**config.mk**
```make
export PLATFORM = sky130hd
export DESIGN_NAME = seq_chunk_adder
export DESIGN_NICKNAME = d
export VERILOG_FILES = /design/src/rtl/seq_chunk_adder_pkg.sv /design/src/rtl/seq_chunk_adder_rca.sv /design/src/rtl/seq_chunk_adder.sv
export SDC_FILE = /design/constraint.sdc
export NUM_CORES = 1
export LEC_CHECK = 0
export CELL_PAD_IN_SITES_DETAIL_PLACEMENT = 1
export CELL_PAD_IN_SITES_GLOBAL_PLACEMENT = 2
export CORE_MARGIN = 5
export CORE_UTILIZATION = 32
export DETAILED_ROUTE_END_ITERATION = 12
export PLACE_DENSITY_LB_ADDON = 0.3
export SKIP_LAST_GASP = 1
export SLEW_MARGIN = 10
export SYNTH_ARGS = -nofsm -noshare
export SYNTH_HDL_FRONTEND = slang
export SYNTH_SLANG_ARGS = --single-unit
```
**constraint.sdc**
```tcl
create_clock -name clk -period 5.2 [get_ports clk]
set_input_delay 1.04 -clock clk [delete_from_list [all_inputs] [get_ports clk]]
set_output_delay 1.04 -clock clk [all_outputs]
set_load 0.01 [all_outputs]
```
**src/rtl/seq_chunk_adder_pkg.sv**
```systemverilog
// Shared types and elaboration helpers for the chunked sequential adder.
package seq_chunk_adder_pkg;

   typedef enum logic [1:0] {
      IDLE = 2'd0,
      RUN  = 2'd1,
      DONE = 2'd2
   } state_e;

   function automatic int nchunk(input int width, input int chunk);
      return (chunk > 0) ? width / chunk : 1;
   endfunction

   function automatic int cnt_width(input int n);
      return (n <= 1) ? 1 : $clog2(n);
   endfunction

endpackage

```
**src/rtl/seq_chunk_adder_rca.sv**
```systemverilog
// Combinational N-bit ripple-carry adder; also exposes the carry into bit N-1
// so the caller can derive signed overflow.
module rca_chunk #(
   parameter int N = 8
) (
   input  logic [N-1:0] a,
   input  logic [N-1:0] b,
   input  logic         cin,
   output logic [N-1:0] s,
   output logic         cout,
   output logic         c_msb
);

   logic c;

   always_comb begin
      c     = cin;
      s     = '0;
      c_msb = cin;
      for (int i = 0; i < N; i++) begin
         if (i == N - 1) c_msb = c;
         s[i] = a[i] ^ b[i] ^ c;
         c    = (a[i] & b[i]) | (c & (a[i] ^ b[i]));
      end
      cout = c;
   end

endmodule

```
**src/rtl/seq_chunk_adder.sv**
```systemverilog
// Multi-cycle adder: CHUNK bits per clock behind valid/ready handshakes.
// Optional subtract mode is enabled by defining SEQ_CHUNK_ADDER_SUB_EN.
module seq_chunk_adder
   import seq_chunk_adder_pkg::*;
#(
   parameter int WIDTH = 32,
   parameter int CHUNK = 8
) (
   input  logic             clk,
   input  logic             rst_n,
   input  logic             in_valid,
   output logic             in_ready,
   input  logic [WIDTH-1:0] a,
   input  logic [WIDTH-1:0] b,
   input  logic             cin,
`ifdef SEQ_CHUNK_ADDER_SUB_EN
   input  logic             sub,
`endif
   output logic             out_valid,
   input  logic             out_ready,
   output logic [WIDTH-1:0] s,
   output logic             cout,
   output logic             ovf
);

   localparam int NCHUNK = nchunk(WIDTH, CHUNK);
   localparam int CW     = cnt_width(NCHUNK);
   localparam logic [CW-1:0] LAST = CW'(NCHUNK - 1);

   if (CHUNK < 1 || (WIDTH % CHUNK) != 0) begin : g_bad_cfg
      $error("seq_chunk_adder: WIDTH must be a positive multiple of CHUNK");
   end

   state_e           state_q, state_d;
   logic [CW-1:0]    cnt_q, cnt_d;
   logic             carry_q, carry_d;
   logic [WIDTH-1:0] a_q, a_d, b_q, b_d, s_q, s_d;
   logic             cout_q, cout_d, ovf_q, ovf_d;

   logic [CHUNK-1:0] sum_c;
   logic             co, cm;
   logic [WIDTH-1:0] s_shift;
   logic [WIDTH-1:0] b_in;
   logic             c_in;

`ifdef SEQ_CHUNK_ADDER_SUB_EN
   // Subtraction is a + ~b + 1; the caller's cin is ignored in that mode.
   assign b_in = sub ? ~b : b;
   assign c_in = sub ? 1'b1 : cin;
`else
   assign b_in = b;
   assign c_in = cin;
`endif

   rca_chunk #(.N(CHUNK)) u_rca (
      .a     (a_q[CHUNK-1:0]),
      .b     (b_q[CHUNK-1:0]),
      .cin   (carry_q),
      .s     (sum_c),
      .cout  (co),
      .c_msb (cm)
   );

   // Chunk sums enter at the top so that after NCHUNK steps the LSB chunk sits at bit 0.
   if (NCHUNK == 1) begin : g_single
      assign s_shift = sum_c;
   end else begin : g_multi
      assign s_shift = {sum_c, s_q[WIDTH-1:CHUNK]};
   end

   always_ff @(posedge clk or negedge rst_n) begin
      if (!rst_n) begin
         state_q <= IDLE;
         cnt_q   <= '0;
         carry_q <= 1'b0;
         a_q     <= '0;
         b_q     <= '0;
         s_q     <= '0;
         cout_q  <= 1'b0;
         ovf_q   <= 1'b0;
      end else begin
         state_q <= state_d;
         cnt_q   <= cnt_d;
         carry_q <= carry_d;
         a_q     <= a_d;
         b_q     <= b_d;
         s_q     <= s_d;
         cout_q  <= cout_d;
         ovf_q   <= ovf_d;
      end
   end

   always_comb begin
      state_d = state_q;
      cnt_d   = cnt_q;
      carry_d = carry_q;
      a_d     = a_q;
      b_d     = b_q;
      s_d     = s_q;
      cout_d  = cout_q;
      ovf_d   = ovf_q;
      case (state_q)
         IDLE: begin
            if (in_valid) begin
               a_d     = a;
               b_d     = b_in;
               carry_d = c_in;
               cnt_d   = '0;
               state_d = RUN;
            end
         end
         RUN: begin
            s_d     = s_shift;
            a_d     = a_q >> CHUNK;
            b_d     = b_q >> CHUNK;
            carry_d = co;
            if (cnt_q == LAST) begin
               cout_d  = co;
               ovf_d   = co ^ cm;
               state_d = DONE;
            end else begin
               cnt_d = cnt_q + CW'(1);
            end
         end
         DONE: begin
            if (out_ready) state_d = IDLE;
         end
         default: state_d = IDLE;
      endcase
   end

   assign in_ready  = (state_q == IDLE);
   assign out_valid = (state_q == DONE);
   assign s         = s_q;
   assign cout      = cout_q;
   assign ovf       = ovf_q;

endmodule
```
==> flow_summary.json <==
{
  "status": "finished, final reports clean",
  "crit_top_cell": "fa_1",
  "die_y_um": 129,
  "synth_cell_types": 33,
  "syn_to_final_growth_pct": 31.0,
  "cts_buffers": 9,
  "yosysSeqAreaShare": 0.569,
  "cp-end-kind": "register",
  "path_class": "reg2reg",
  "hp-class": "reg2reg",
  "grt_pass1_wl_um": 20300,
  "hold_violations": 0,
  "dp_hpwl_um": 8600,
  "route.detailed.drc": 0,
  "io_buffers": 104,
  "yosysTopAreaCell": "dfrtp_1",
  "antenna_found_initial": 0,
  "cap_violations": 0,
  "instances_no_fill": 669,
  "cp_cell_sequence": "fa_1 > inv_1 > fa_1 > inv_1 > fa_1 > fa_1 > fa_1 > fa_1 > fa_1 > inv_1 > fa_1 > o21ai_0",
  "initialDrtViolationCount": 188,
  "p_leak_nw": 2.39,
  "cp.arrival_ns": 4.06,
  "grt-ovfl-total": 0,
  "slew_headroom": 0.398,
  "setup_violations": 0,
  "critPathMaxStageDelay_ns": 0.43,
  "powerDensity_nw_per_um2": 651,
  "layout.nets": 562,
  "cts_buffer_depth": 2,
  "timing.rr.start": "carry_q$_DFFE_PN0P_",
  "cts_resized": 0,
  "period_minus_slack_ns": 3.79,
  "slew_violations": 0,
  "wl_um": 12400,
  "synth_common_cells": "dfrtp_1 (103), o22ai_1 (77), a21oi_1 (47)",
  "path_clk_slew_ns": 0.07,
  "die-area_um2": 16600,
  "final_layout_size_suffix_gt1_frac": 0.110,
  "synth_area_leaders": "dfrtp_1 (57%), o22ai_1 (11%), mux2_2 (6.0%), a21oi_1 (5.2%), fa_1 (3.5%)",
  "fp.dieW_um": 129,
  "worstHoldStart": "s[6]$_DFFE_PN0P_",
  "gp_congestion": 0.728,
  "postPlaceCellArea_um2": 5630,
  "yosys_warnings": 0,
  "crit_fanout": 3,
  "startpoint_type": "register",
  "yosysMostFrequentCell": "dfrtp_1",
  "yosysTopAreaCellShare": 0.569,
  "cts_tree": "yes",
  "async_flop_share": 1.00,
  "syn_inst": 399,
  "clock-sinks": 103,
  "period_share": 0.730,
  "dp_cells": 653,
  "clk_latency_ns": 0.34,
  "ys_ff_latch": 103,
  "first_pass_iters": 4,
  "diodes": 0,
  "rows": 43,
  "htreeDepth": 3,
  "root_buffer": "clkbuf_16",
  "fin_util": 0.428,
  "startpoint": "carry_q$_DFFE_PN0P_",
  "synthesis.nets": 477,
  "crit_required_ns": 5.46,
  "ant_nets": 0,
  "grt_use_total": 0.154,
  "ctsHoldBuffers": 0,
  "synth_edf_count": 0,
  "wl_per_cell_um": 18.5,
  "fmax_mhz": 264,
  "grt_max_degree": 68,
  "io_pins": 105,
  "initial_core_util": 0.327,
  "netlist_area_um2": 4530,
  "ys.flop_type": "dfrtp_1",
  "vias_per_cell": 5.17,
  "finalClockSkew_ns": 0.00613,
  "slowest_stage": "dfrtp_1",
  "coreArea_um2": 13900,
  "vias": 3457,
  "tns_ns": 0,
  "cts_setup_buffers": 0,
  "worst_pin_slew_ns": 0.902,
  "grt_setup_unrepaired": "no",
  "synth.avg_cell_area_um2": 11.4,
  "grt_pass1_vias": 3806,
  "final_area_um2": 5940,
  "ir_drop_uv": 244
}
cell families after synthesis:
| logic type | count (synthesis) | synth area share |
|---|---|---|
| mux | 30 | 0.0745 |
| compound gates | 165 | 0.217 |
| buf+inv | 45 | 0.0535 |
| simple gates | 46 | 0.0461 |
| fa+ha+maj | 9 | 0.0381 |
| xor+xnor | 1 | 0.00193 |
| flops | 103 | 0.569 |
sequential cells by signal, summed over array words and instances (netlist names):
register  count
a_q          32
b_q          32
carry_q       1
cnt_q         2
cout          1
ovf           1
s            32
state_q       2
report_power, final:
| part | switching (mW) | internal (mW) | total [mW] |
|---|---|---|---|
| Clock | 0.306 | 0.389 | 0.696 |
| Sequential | 0.340 | 1.20 | 1.54 |
| Combinational | 0.778 | 0.850 | 1.63 |
through the flow:
step | setup WS, ns | hold slack, ns | total power [mW]
floorplan | 1.56 | 0.473 | 2.59
global placement | 1.45 | 0.472 | 3.14
detailed placement | 1.39 | 0.483 | 3.22
CTS | 1.38 | 0.500 | 3.93
global route | 1.23 | 0.508 | 4.17
finish | 1.41 | 0.497 | 3.86
worst paths after layout:
path	to	slack, ns	cells past startpoint
hold / removal	s[6]$_DFFE_PN0P_	0.50	1
setup reg to reg	s[31]$_DFFE_PN0P_	1.41	12
setup / recovery	s[31]$_DFFE_PN0P_	1.41	12
max in group asynchronous	b_q[8]$_DFFE_PN0P_	3.36	2
min in group asynchronous	s[4]$_DFFE_PN0P_	0.80	1
hold reg to reg	s[6]$_DFFE_PN0P_	0.50	1
final cells by class:
| class | instances | area [um2] |
|---|---|---|
| Multi-Input combinational cell | 251 | 1720 |
| Fill cell | 1532 | 7940 |
| Clock inverter | 6 | 68.8 |
| Clock buffer | 10 | 239 |
| Inverter | 10 | 37.5 |
| Sequential cell | 103 | 2580 |
| Tap cell | 180 | 225 |
| Timing Repair Buffer | 109 | 1080 |
placed cells by master, fill, tap and decap left out, types with 2 or more instances in the layout:
| cell | count |
|---|---|
| inv_1 | 9 |
| clkdlybuf4s50_1 | 103 |
| a22o_1 | 5 |
| o2bb2ai_1 | 2 |
| mux2_1 | 6 |
| buf_4 | 6 |
| nand2b_1 | 3 |
| nand2_1 | 16 |
| nor2_1 | 17 |
| o21ai_0 | 26 |
| o22ai_1 | 77 |
| a21oi_1 | 47 |
| clkbuf_16 | 9 |
| o221a_2 | 3 |
| nand3b_1 | 4 |
| fa_1 | 8 |
| mux2_2 | 24 |
| clkinv_4 | 2 |
| dfrtp_1 | 103 |
per-layer routing:
layer | vias to the layer above | wire length [um] | track usage
li1 | 1651 | - | -
met1 | 1702 | 5810 | 0.214
met2 | 86 | 5750 | 0.239
met3 | 18 | 548 | 0.0256
met4 | 0 | 288 | 0.0636
met5 | - | 0 | 0
critical path: cells and delay by family, from the launching register on:
family          cells  cell delay [ns]
flops               1             0.43
compound gates      1             0.15
fa+ha+maj           8             2.93
buf+inv             3             0.21
Note: power is estimated with default switching activity, not from simulation.
